===== src/rtl/apb_pkg.sv =====
// Shared types for the APB slave register block: transfer FSM states and
// the width of the wait-state counter.
package apb_pkg;

  typedef enum logic [0:0] {
    IDLE   = 1'b0,
    ACCESS = 1'b1
  } state_t;

  // Wide enough for the largest supported wait count (15).
  localparam int unsigned CNT_W = 4;

endpackage


===== src/rtl/apb_regbank.sv =====
// Register storage for the APB slave: byte-strobed writes, one-cycle update
// pulses and the read mux. Register 0 is a constant identification value.
module apb_regbank #(
  parameter int unsigned DW     = 32,
  parameter int unsigned NREG   = 16,
  parameter int unsigned IW     = 4,
  parameter logic [31:0] ID_VAL = 32'hA5B0_0001
) (
  input  logic               clk_i,
  input  logic               rst_i,
  input  logic               we_i,
  input  logic [IW-1:0]      idx_i,
  input  logic [DW-1:0]      wdata_i,
  input  logic [DW/8-1:0]    strb_i,
  output logic [NREG*DW-1:0] regs_o,
  output logic [NREG-1:0]    wr_pulse_o,
  output logic [DW-1:0]      rdata_o
);

  logic [DW-1:0]   mem_q [NREG-1:1];
  logic [DW-1:0]   mem_d [NREG-1:1];
  logic [NREG-1:0] pulse_q, pulse_d;

  function automatic logic [DW-1:0] merge_bytes(input logic [DW-1:0]   old_v,
                                                input logic [DW-1:0]   new_v,
                                                input logic [DW/8-1:0] strb_v);
    logic [DW-1:0] res;
    res = old_v;
    for (int b = 0; b < DW / 8; b++) begin
      res[b*8 +: 8] = strb_v[b] ? new_v[b*8 +: 8] : old_v[b*8 +: 8];
    end
    return res;
  endfunction

  // Next-state of the storage: only the addressed register takes the merge.
  always_comb begin
    pulse_d = {NREG{1'b0}};
    for (int k = 1; k < NREG; k++) begin
      mem_d[k] = mem_q[k];
      if (we_i && (idx_i == IW'(k))) begin
        mem_d[k]   = merge_bytes(mem_q[k], wdata_i, strb_i);
        pulse_d[k] = 1'b1;
      end else begin
        pulse_d[k] = 1'b0;
      end
    end
  end

  // Storage and pulse registers with synchronous reset.
  always_ff @(posedge clk_i) begin
    if (rst_i) begin
      for (int k = 1; k < NREG; k++) begin
        mem_q[k] <= {DW{1'b0}};
      end
      pulse_q <= {NREG{1'b0}};
    end else begin
      mem_q   <= mem_d;
      pulse_q <= pulse_d;
    end
  end

  // Read mux; index 0 and anything unmatched fall back to the ID constant.
  always_comb begin
    rdata_o = DW'(ID_VAL);
    for (int k = 1; k < NREG; k++) begin
      rdata_o = (idx_i == IW'(k)) ? mem_q[k] : rdata_o;
    end
  end

  assign regs_o[DW-1:0] = DW'(ID_VAL);
  for (genvar k = 1; k < NREG; k++) begin : g_regs
    assign regs_o[k*DW +: DW] = mem_q[k];
  end

  assign wr_pulse_o = pulse_q;

endmodule


===== src/rtl/apb_slave_regs.sv =====
// APB slave register file: setup/access FSM with programmable wait states,
// address and permission decode, backed by apb_regbank.
module apb_slave_regs
  import apb_pkg::*;
#(
  parameter int unsigned DW       = 32,
  parameter int unsigned AW       = 8,
  parameter int unsigned NREG     = 16,
  parameter int unsigned WAIT_CYC = 0,
  parameter logic [31:0] ID_VAL   = 32'hA5B0_0001
) (
  input  logic               pclk,
  input  logic               preset,
  input  logic [AW-1:0]      i_paddr,
  input  logic               i_pwrite,
  input  logic               i_psel,
  input  logic               i_penable,
  input  logic [DW-1:0]      i_pwdata,
  input  logic [DW/8-1:0]    i_pstrb,
  output logic [DW-1:0]      o_prdata,
  output logic               o_pslverr,
  output logic               o_pready,
  output logic [NREG*DW-1:0] o_regs,
  output logic [NREG-1:0]    o_wr_pulse
);

  localparam int unsigned      SW      = DW / 8;
  localparam int unsigned      IW      = $clog2(NREG);
  localparam logic [CNT_W-1:0] WAIT_LD = CNT_W'(WAIT_CYC);
  localparam logic [31:0]      NREG_W  = 32'(NREG);

  state_t           state_q, state_d;
  logic [CNT_W-1:0] cnt_q, cnt_d;
  logic             wr_q, wr_d;
  logic [IW-1:0]    idx_q, idx_d;
  logic [DW-1:0]    wdata_q, wdata_d;
  logic [SW-1:0]    strb_q, strb_d;
  logic             err_q, err_d;

  logic [31:0]      word_s;
  logic [IW-1:0]    idx_s;
  logic             err_s;
  logic             ready_s;
  logic             done_s;
  logic             we_s;
  logic [DW-1:0]    rdata_s;

  // The full word address is range-checked so aliases above NREG still error.
  assign word_s = 32'(i_paddr[AW-1:2]);
  assign idx_s  = i_paddr[IW+1:2];
  assign err_s  = (i_paddr[1:0] != 2'b00) || (word_s >= NREG_W) ||
                  (i_pwrite && (word_s == 32'd0));

  assign ready_s = !preset && (state_q == ACCESS) && (cnt_q == {CNT_W{1'b0}});
  assign done_s  = ready_s && i_psel && i_penable;
  assign we_s    = done_s && wr_q && !err_q && (strb_q != {SW{1'b0}});

  // Transfer FSM, wait counter and setup-phase capture.
  always_comb begin
    state_d = state_q;
    cnt_d   = cnt_q;
    wr_d    = wr_q;
    idx_d   = idx_q;
    wdata_d = wdata_q;
    strb_d  = strb_q;
    err_d   = err_q;
    case (state_q)
      IDLE: begin
        if (i_psel && !i_penable) begin
          state_d = ACCESS;
          cnt_d   = WAIT_LD;
          wr_d    = i_pwrite;
          idx_d   = idx_s;
          wdata_d = i_pwdata;
          strb_d  = i_pstrb;
          err_d   = err_s;
        end else begin
          state_d = IDLE;
        end
      end
      ACCESS: begin
        if (!i_psel) begin
          state_d = IDLE;
          cnt_d   = {CNT_W{1'b0}};
        end else if (done_s) begin
          state_d = IDLE;
        end else if (cnt_q != {CNT_W{1'b0}}) begin
          cnt_d = cnt_q - CNT_W'(1);
        end else begin
          cnt_d = cnt_q;
        end
      end
      default: begin
        state_d = IDLE;
        cnt_d   = {CNT_W{1'b0}};
      end
    endcase
  end

  // Control state registers with synchronous reset.
  always_ff @(posedge pclk) begin
    if (preset) begin
      state_q <= IDLE;
      cnt_q   <= {CNT_W{1'b0}};
      wr_q    <= 1'b0;
      idx_q   <= {IW{1'b0}};
      wdata_q <= {DW{1'b0}};
      strb_q  <= {SW{1'b0}};
      err_q   <= 1'b0;
    end else begin
      state_q <= state_d;
      cnt_q   <= cnt_d;
      wr_q    <= wr_d;
      idx_q   <= idx_d;
      wdata_q <= wdata_d;
      strb_q  <= strb_d;
      err_q   <= err_d;
    end
  end

  apb_regbank #(
    .DW     (DW),
    .NREG   (NREG),
    .IW     (IW),
    .ID_VAL (ID_VAL)
  ) u_regbank (
    .clk_i      (pclk),
    .rst_i      (preset),
    .we_i       (we_s),
    .idx_i      (idx_q),
    .wdata_i    (wdata_q),
    .strb_i     (strb_q),
    .regs_o     (o_regs),
    .wr_pulse_o (o_wr_pulse),
    .rdata_o    (rdata_s)
  );

  assign o_pready  = ready_s;
  assign o_pslverr = done_s && err_q;
  assign o_prdata  = (done_s && !wr_q && !err_q) ? rdata_s : {DW{1'b0}};

endmodule


===== config.mk =====
export PLATFORM = sky130hd
export DESIGN_NAME = apb_slave_regs
export DESIGN_NICKNAME = d
export VERILOG_FILES = /design/src/rtl/apb_pkg.sv /design/src/rtl/apb_regbank.sv /design/src/rtl/apb_slave_regs.sv
export SDC_FILE = /design/constraint.sdc
export NUM_CORES = 1
export LEC_CHECK = 0
export ABC_CLOCK_PERIOD_IN_PS = 3300
export BUFFER_PORTS_ARGS = -buffer_cell sky130_fd_sc_hd__buf_2
export CORE_MARGIN = 2
export CORE_UTILIZATION = 45
export CTS_CLUSTER_SIZE = 10
export DETAILED_ROUTE_END_ITERATION = 10
export HOLD_SLACK_MARGIN = 0.05
export PLACE_DENSITY_LB_ADDON = 0.25
export SYNTH_ARGS = -nofsm -noshare
export SYNTH_HDL_FRONTEND = slang
export SYNTH_SLANG_ARGS = --single-unit

===== constraint.sdc =====
create_clock -name pclk -period 3.3 [get_ports pclk]
set_input_delay 0.66 -clock pclk [delete_from_list [all_inputs] [get_ports pclk]]
set_output_delay 0.66 -clock pclk [all_outputs]
set_load 0.005 [all_outputs]

======== After elaboration in Yosys (flattened, before gate mapping) ========
Cells that the tools add are included.
word-level totals
  bits in registers ....................... 543
  input port bits ......................... 49
  output and inout bits ................... 562
  logic and storage cells ................. 230
cells by class
  $add $sub $neg .......................... 1
  $lt $le $gt $ge ......................... 1
  eq/ne operators ......................... 18
  mux-type cells .......................... 40
  bitwise operators ....................... 1
  reductions and logical operators ........ 100
operators by type and width
  kind                                                                                 count
  32-bit two-way mux                                                                   16
  2-bit AND reduction                                                                  61
  4-bit equality test, second input constant                                           8
  32-bit zero test                                                                     1
  1-bit logical AND                                                                    27
  1-bit two-way mux                                                                    18
  4-bit by 3-bit equality test with 1-bit output, second input constant                4
  4-bit two-way mux                                                                    4
  4-bit by 2-bit equality test with 1-bit output, second input constant                2
  4-bit case mux with 2 select lines                                                   1
  4-bit nonzero test                                                                   2
  6-bit by 5-bit greater-or-equal comparator with 1-bit output, second input constant  1
  4-bit by 1-bit equality test with 1-bit output, second input constant                1
  1-bit zero test                                                                      4
  4-bit zero test                                                                      1
  4-bit by 1-bit subtractor with 4-bit output, second input constant                   1
  3-bit by 2-bit != test with 1-bit output, second input constant                      1
  3-bit != test, second input constant                                                 1
  3-bit AND reduction                                                                  1
  1-bit logical OR                                                                     2
  2-bit != test, second input constant                                                 1
  1-bit case mux with 2 select lines                                                   1
  2-bit nonzero test                                                                   1
  1-bit NOT                                                                            1

======== Logic depth before layout (Yosys ltp) ========
Gate-level depths: netlist (run 1).
  depth after elaboration ................. 17
  depth in mapped cells ................... 10
  gate-level depth less buffers ........... 8

======== Modules after synthesis ========
A second synthesis (run 1) with hierarchy kept.
unflattened totals
  cells, all modules ...................... 3171
  area total of the unflattened synthesis .. 24757.5 um^2
modules (own cells, without submodules)
  module          instances  cells an instance  area each (um^2)  sequential area each (um^2)
  apb_regbank     1          2910               22715.5           9909.5
  apb_slave_regs  1          261                2042.0            940.9

======== Worst setup path after synthesis (run 1) ========
No wires, ideal clock.
  path kind ............................... input to output
  start ................................... input port preset
  end ..................................... output port o_prdata[24]
  arrival time ............................ 1947 ps
  data required time ...................... 2640 ps
  path slack .............................. 693 ps
  cell stages on the path ................. 8
  cell sequence ........................... buf_2 and4bb_1 and3_1 clkbuf_1 o211ai_1 a21oi_1 o21ai_0 o221ai_1
on the way
  cells in the longest elaborated chain, start to end .. 8
ends and longest elaborated chain
  item                            RTL line               source
  start, declared                 apb_slave_regs.sv:13   input logic preset,
  1-bit zero test                 apb_slave_regs.sv:54   assign ready_s = !preset && (state_q == ACCESS) && (cnt_q == {CNT_W{1'b0}});
  1-bit logical AND (2 in a row)  apb_slave_regs.sv:54
  1-bit logical AND (2 in a row)  apb_slave_regs.sv:55   assign done_s = ready_s && i_psel && i_penable;
  1-bit logical AND (2 in a row)  apb_slave_regs.sv:140  assign o_prdata = (done_s && !wr_q && !err_q) ? rdata_s : {DW{1'b0}};
  32-bit two-way mux              apb_slave_regs.sv:140
  end, declared                   apb_slave_regs.sv:20   output logic [DW-1:0] o_prdata,
No other way between the ends.

======== Final worst setup path (run 1) ========
  start ................................... register idx_q[0]
  end ..................................... output port o_prdata[21]
on the way
  cells in the longest elaborated chain, start to end .. 17
  elaborated cells on any way between the ends .. 31
  classes of those cells .................. eq/ne: 15; mux: 16
ends and longest elaborated chain
  item                                            RTL line               source
  start, declared                                 apb_slave_regs.sv:35   logic [IW-1:0] idx_q, idx_d;
  start signal, assigned                          apb_slave_regs.sv:106  idx_q <= {IW{1'b0}};
  start signal, assigned                          apb_slave_regs.sv:114  idx_q <= idx_d;
  4-bit by 1-bit equality test with 1-bit output  apb_regbank.sv:66      rdata_o = (idx_i == IW'(k)) ? mem_q[k] : rdata_o;
  32-bit two-way mux (14 in a row)                apb_regbank.sv:66
  32-bit two-way mux *                            apb_regbank.sv:66
  32-bit two-way mux *                            apb_slave_regs.sv:140
Mark *: on every way between the ends. The rest lies on a longest branch, timed or not.

==> run_results.csv, run 1 <==
group,metric,value,unit
floorplan,core_area,0.05488,mm2
detailed_routing,vias,28250,
detailed_routing,highest-signal-layer,"met5",
timing,fin_crit,3.477,ns
detailed_routing,drtIter0Drc,4835,
yosys,yosysTopAreaCell,"dfxtp_1",
pwr,p_comb_share,7.3,%
global_routing,grt_overflow,0,
layout,fin_nets,3802,
outcome,outcome,"finished, violations left",
pwr,seq_power_share,49.0,%
timing,slew_headroom,20.79,%
pwr,peakVddDrop,0.4293,mV
critical_path,crit_chain,"buf_12, buf_8, nor3b_1, o21ai_0, o2111ai_2, a32oi_1, a221oi_2, o22ai_1, buf_2",
yosys,synth_edf_count,0,
global_routing,grt_max_degree,224,
critical_path,critPathTopFamily,"compound AO/OA/AOI/OAI gates",
pwr,power.internal,10.25,mW
clock_network,clk_path_buf_depth,3,
clock_network,clk_latency,0.65,ns
pwr,switching_share,25.18,%
yosys,ys.flop_type,"dfxtp_1",
yosys,netlist_top_cells_area,"dfxtp_1 44%, nand2_1 11%, a21oi_1 10%, o21ai_0 6.7%, mux2i_1 5.8%",
timing,fin_skew,0.02417,ns
floorplan,ios,611,
clock_network,cts.sinks,542,
detailed_routing,ant_nets,0,
critical_path,start_kind,"flop",
critical_path,max_stage_delay,0.40,ns
placement,gp_congestion,0.9828,
floorplan,die_h,239.2,um
timing,setup_viol,17,
yosys,ys_top_cells_by_count,"699 x nand2_1, 542 x dfxtp_1, 519 x a21oi_1",
detailed_routing,route.detailed.drc,0,
run,maxCapViolCount,0,
yosys,ys_warn_count,0,
min_path,hold_depth,3,
critical_path,worstReg2RegEnd,"u_regbank.regs_o[245]",
placement,portBuffers,577,
yosys,ys_types,71,
critical_path,path_class,"reg -> out",
floorplan,die_w,239.2,um
clock_network,htreeDepth,2,
critical_path,arrival,2.82,ns
critical_path,r2r_cells,10,
min_path,hp-class,"in -> reg",
pwr,powerDensity,426.7,mW/mm2
yosys,synthCells,3188,
layout,n_fill_cell,5008,
detailed_routing,dr.pass1.iters,6,
global_routing,grt_usage,41.21,%
outcome,violations,"negative setup slack",
detailed_routing,wl_met1,46860,um
critical_path,worstPathRequired,2.64,ns
critical_path,reg2reg_slack,0.20,ns
critical_path,worstReg2RegStart,"cnt_q[0]",
global_routing,grt_pass1_wl,174000,um
pwr,total_power,13.70,mW
yosys,synth_top_area_share,43.59,%
detailed_routing,wl,126000,um
pwr,clockPowerShare,43.6,%
detailed_routing,met3WireLength,18950,um
floorplan,num_rows,86,
critical_path,critPathMaxFanout,23,
layout,synthToLayoutAreaGrowth,28.98,%
min_path,worstHoldEndpoint,"wdata_q[21]",
timing,whs,0.2450,ns
yosys,ys_seq_elements,542,
yosys,syn_area_per_cell,7.808,um2
critical_path,worst_path_max_delay_cell,"dfxtp_4",
timing,slew_viol_final,0,
timing,fin_ws,-0.1775,ns
timing,finalHoldViolCount,0,
yosys,synthesis.area,0.02489,mm2
clock_network,cts-root-buf,"clkbuf_16",
detailed_routing,viasPerCell,6.324,
critical_path,cp_num_buf_inv,3,
timing,tightest_slew,1.188,ns
yosys,synthArstFlopShare,0,%
pwr,power_leakage,12.59,nW
layout,final_core_util,58.50,%
clock_network,cts_tree,"built",
timing,finalSetupTns,-1.318,ns
timing,fmax,0.2876,GHz
layout,drive_gt1_share,29.01,%
timing,grt_setup_unrepaired,"true",
global_routing,grt_pass1_vias,24390,
detailed_routing,route.met2.wl,52060,um
yosys,yosysSeqAreaShare,43.59,%
global_routing,antenna_found_initial,2,
timing,post-route-period-util,105.4,%
clock_network,cts_made_buffers,60,
critical_path,worstSetupEndpointType,"output port",
floorplan,dieArea,0.05721,mm2
placement,hpwl,88680,um
yosys,synth.most_common_cell,"nand2_1",
floorplan,floorplan.initialDensity,45.36,%
pwr,p_switching,3.449,mW
min_path,min_from,"i_pwdata[21]",
detailed_routing,wl_per_cell,28.22,um
clock_network,cts.clk_slew.worst_paths,0.06,ns
cell type report:
| cell class | instances | area (um2) | share of cell area (%) |
|---|---|---|---|
| repair buffers | 803 | 5394 | 16.80 |
| multi-input cells | 2336 | 13320 | 41.50 |
| inverters | 9 | 41.29 | 0.1286 |
| clock inverters | 2 | 17.52 | 0.05456 |
| flip-flops and latches | 542 | 10870 | 33.86 |
| well taps | 704 | 880.8 | 2.744 |
| diodes | 1 | 2.502 | 0.007795 |
| clock buffers | 69 | 1577 | 4.911 |
cell usage in the layout, fill, tap and decap left out, types with 7 or more instances in the layout:
master       n
a211oi_1     9
a21oi_1    510
a21oi_2      9
a221oi_2    10
a22oi_1     13
a31oi_1     23
and2_1      18
buf_12      22
buf_16       7
buf_2      576
buf_4      152
buf_6       25
buf_8       10
clkbuf_16   68
conb_1      33
dfxtp_1    535
mux2_2      25
mux2i_1    143
nand2_1    693
nand2_2     15
nand3_1     20
nor2_1     159
nor2_2      21
nor2_4      31
nor2_8       8
nor3_1       7
o211ai_1    18
o21ai_0    307
o21ai_1     52
o221ai_1    10
o221ai_2    11
o22ai_1     26
flip-flops by register name, indices dropped and copies added (netlist names):
signal / cells
wdata_q: 32
wr_q: 1
cnt_q: 4
idx_q: 4
state_q: 1
err_q: 1
strb_q: 4
u_regbank.regs_o: 480
u_regbank.wr_pulse_o: 15
layer usage:
metal,track usage (%),vias up
met1,54.86,13190
met5,0,-
met2,58.82,2445
met4,21.97,2
met3,13.69,508
li1,-,12100
repair_timing:
| item | 4_1_cts | 5_1_grt |
|---|---|---|
| hold buffers | 0 | 0 |
| gates resized for setup | 143 | 119 |
| gates cloned | 5 | 7 |
| setup endpoints to repair | 32 | 31 |
| buffers inserted | 39 | 54 |
| pin swaps | 24 | 45 |
power groups by stage:
stage | Clock (mW) | Combinational, mW | Sequential, mW
floorplan | 0 | 0.550 | 6.73
global placement | 0 | 0.702 | 6.85
detailed placement | 0 | 0.700 | 6.85
CTS | 5.96 | 0.833 | 6.70
global route | 6.23 | 1.02 | 6.71
finish | 5.98 | 1.00 | 6.72
worst max-delay path by stage:
| stage | slack [ns] | depth (start not counted) | from | end |
|---|---|---|---|---|
| after global placement | -0.02 | 7 | i_psel | o_prdata[30] |
| after global routing | -0.18 | 10 | idx_q[0] | o_prdata[26] |
| after CTS | -0.09 | 8 | idx_q[2] | o_prdata[21] |
| after detailed placement | -0.02 | 7 | i_psel | o_prdata[30] |
| final | -0.18 | 9 | idx_q[0] | o_prdata[21] |
| after floorplan | 0.69 | 8 | preset | o_prdata[24] |
cell families (layout without fill, tap and decap cells):
kind of cell,Yosys count,after routing,share of synthesized area [%]
XOR/XNOR,3,3,0.1056
AO/OA/AOI/OAI,1084,1084,23.98
other,2,34,0.03017
flip-flops,542,542,43.59
AND/OR/NAND/NOR,1039,1039,18.41
adder cells (fa/ha/maj),1,1,0.05026
buffers and inverters,341,883,6.414
multiplexers,176,176,7.414
through the flow:
| step | instance area (um2) | cells | setup slack, ns |
|---|---|---|---|
| 3_5_place_dp | 28300 | 4289 | -0.01974 |
| 2_1_floorplan | 25010 | 3219 | 0.6930 |
| 5_1_grt | 32100 | 4465 | -0.1827 |
| 4_1_cts | 31000 | 4404 | -0.09432 |
| 6_report | 32100 | 4466 | -0.1775 |
| 3_3_place_gp | 28300 | 4289 | -0.01989 |
tightest hold or removal path: cells and delay by family:
family	cells	cell delay [ns]
buffers and inverters	1	0.10
AND/OR/NAND/NOR	1	0.04
AO/OA/AOI/OAI	1	0.05
Power figures use the tool's default switching activity.
==> inputs of run 2 (changes only) <==
- CELL_PAD_IN_SITES_DETAIL_PLACEMENT: not set -> 1
- CELL_PAD_IN_SITES_GLOBAL_PLACEMENT: not set -> 2
- CORE_UTILIZATION: 45 -> 30
==> run_results.csv, run 2 (same netlist as run 1, synthesis figures left out) <==
group,metric,value,unit
timing,grt_setup_unrepaired,"true",
floorplan,core_area,0.08211,mm2
detailed_routing,dr.pass1.iters,6,
layout,fin_nets,3831,
pwr,peakVddDrop,0.3163,mV
layout,synthToLayoutAreaGrowth,34.57,%
layout,drive_gt1_share,29.89,%
run,maxCapViolCount,0,
detailed_routing,route.detailed.drc,0,
pwr,powerDensity,457.3,mW/mm2
layout,largest_reg_flops,480,
global_routing,grt_overflow,0,
placement,dpl.cell_count,4683,
critical_path,critPathMaxFanout,7,
global_routing,antenna_found_initial,6,
critical_path,r2r_cells,11,
critical_path,path_class,"reg -> out",
clock_network,cts_made_buffers,69,
outcome,violations,"negative setup slack",
floorplan,ios,611,
timing,fmax,0.2861,GHz
critical_path,worstReg2RegEnd,"u_regbank.regs_o[240]",
global_routing,use_met3,7.010,%
critical_path,reg2reg_slack,0.55,ns
pwr,total_power,15.32,mW
placement,gp_congestion,0.9121,
timing,fin_crit,3.495,ns
min_path,worstHoldEndpoint,"wdata_q[17]",
timing,post-route-period-util,105.9,%
detailed_routing,vias,27800,
clock_network,cts.clk_slew.worst_paths,0.06,ns
detailed_routing,drtIter0Drc,2809,
floorplan,die_w,292.0,um
placement,hpwl,105900,um
layout,final_cell_mix,"690 x nand2_1, 574 x buf_2, 537 x dfxtp_1",
clock_network,htreeDepth,3,
min_path,hold_depth,3,
timing,slew_headroom,31.86,%
clock_network,cts.sinks,542,
detailed_routing,viasPerCell,5.683,
min_path,min_from,"i_pwdata[17]",
clock_network,hold_buffers,0,
detailed_routing,wl,148900,um
layout,multiInputGateArea,0.01335,mm2
timing,setup_viol,18,
critical_path,start_kind,"flop",
floorplan,die_h,292.0,um
timing,tightest_slew,1.022,ns
layout,mostFrequentLayoutCell,"nand2_1",
min_path,hp-class,"in -> reg",
floorplan,dieArea,0.08529,mm2
critical_path,worstSetupEndpointType,"output port",
timing,fin_ws,-0.1949,ns
clock_network,cts_tree,"built",
clock_network,clk_path_buf_depth,3,
critical_path,worstReg2RegStart,"cnt_q[0]",
layout,layout.cells.non_filler,4892,
detailed_routing,ant_nets,0,
timing,finalHoldViolCount,0,
pwr,power_leakage,13.04,nW
clock_network,cts-root-buf,"clkbuf_16",
global_routing,grt_pass1_vias,26710,
outcome,outcome,"finished, violations left",
critical_path,worstPathRequired,2.64,ns
timing,fin_skew,0.02771,ns
floorplan,floorplan.initialDensity,30.31,%
global_routing,grt_pass1_wl,205400,um
global_routing,grt_usage,33.11,%
critical_path,arrival,2.83,ns
global_routing,met2_usage,53.59,%
placement,portBuffers,577,
global_routing,gr-max-usage-layer,"met2",
floorplan,num_rows,105,
timing,slew_viol_final,0,
global_routing,use_met1,43.03,%
layout,n_fill_cell,9837,
detailed_routing,wl_per_cell,30.45,um
layout,ff_latch_area,0.01087,mm2
global_routing,grt_max_degree,197,
clock_network,clk_latency,0.62,ns
-- run 2: changes by cell type in the layout (fill, tap and decap cells not counted), moves of 4 or more --
| cell | change |
|---|---|
| a221oi_2 | -4 |
| mux2i_2 | +5 |
| a21oi_1 | -5 |
| clkbuf_1 | +13 |
| o21ai_0 | +4 |
| clkbuf_8 | +10 |
| o221ai_2 | -5 |
| clkbuf_16 | +10 |
| buf_12 | +15 |
| a21oi_2 | +5 |
| o221ai_1 | +4 |
| buf_6 | +7 |
-- run 2: final cells by class --
class | count | area share (%)
multi-input combinational | 2336 | 39.86
sequential | 542 | 32.44
timing repair buffer | 823 | 17.09
clock buffer | 103 | 6.085
tap | 1070 | 3.997
clock inverter | 8 | 0.4109
inverter | 9 | 0.1121
antenna | 1 | 0.007470
-- run 2: per-stage QoR --
stage          utilization (%)  TNS (ns)  setup WS [ns]  area, um2  hold WS [ns]
2_1_floorplan                -         0         0.6930      25010        0.4577
3_3_place_gp             35.39         0        0.02301      29060        0.4505
3_5_place_dp             35.39         0        0.02298      29060        0.4673
4_1_cts                  39.91    -1.108        -0.1460      32770        0.2517
5_1_grt                  40.79    -2.558        -0.2257      33490        0.2801
6_report                 40.80    -1.244        -0.1949      33500        0.2827
-- run 2: layer usage --
metal	share of wire, %	wire [um]
met1	41	61590
met2	46	69100
met3	8.2	12180
met4	4.1	6052
met5	0.0087	13
-- run 2: power breakdown --
group	total (mW)	switching, mW	leakage, nW	internal, mW
logic	1.06	0.666	7.60	0.395
registers	6.72	0.152	4.37	6.57
clock network	7.53	3.06	1.06	4.48
total	15.3	3.88	13.0	11.4
-- run 2: worst max-delay path by stage --
stage	start	end	slack, ns	cells after the start
global placement	preset	o_prdata[23]	0.02	8
floorplan	preset	o_prdata[24]	0.69	8
CTS	idx_q[1]	o_prdata[26]	-0.15	11
detailed placement	preset	o_prdata[23]	0.02	8
finish	idx_q[0]	o_prdata[31]	-0.19	10
global route	idx_q[0]	o_prdata[31]	-0.23	10
-- run 2: repair_timing --
item,CTS,global route
pin swaps,36,52
endpoints found under the hold margin,0,0
gates resized for setup,162,95
cloned,8,7
buffers inserted,62,28
setup endpoints to repair,32,31
-- run 2: worst max-delay path, cell delays in order, from the launching register on --
cell and delay (ns):
dfxtp_4 0.38, buf_12 0.15, buf_16 0.14, buf_4 0.13, nor3b_1 0.13, o21ai_0 0.23
o2111ai_2 0.18, a32oi_1 0.34, a221oi_1 0.08, o22ai_1 0.28, buf_2 0.17
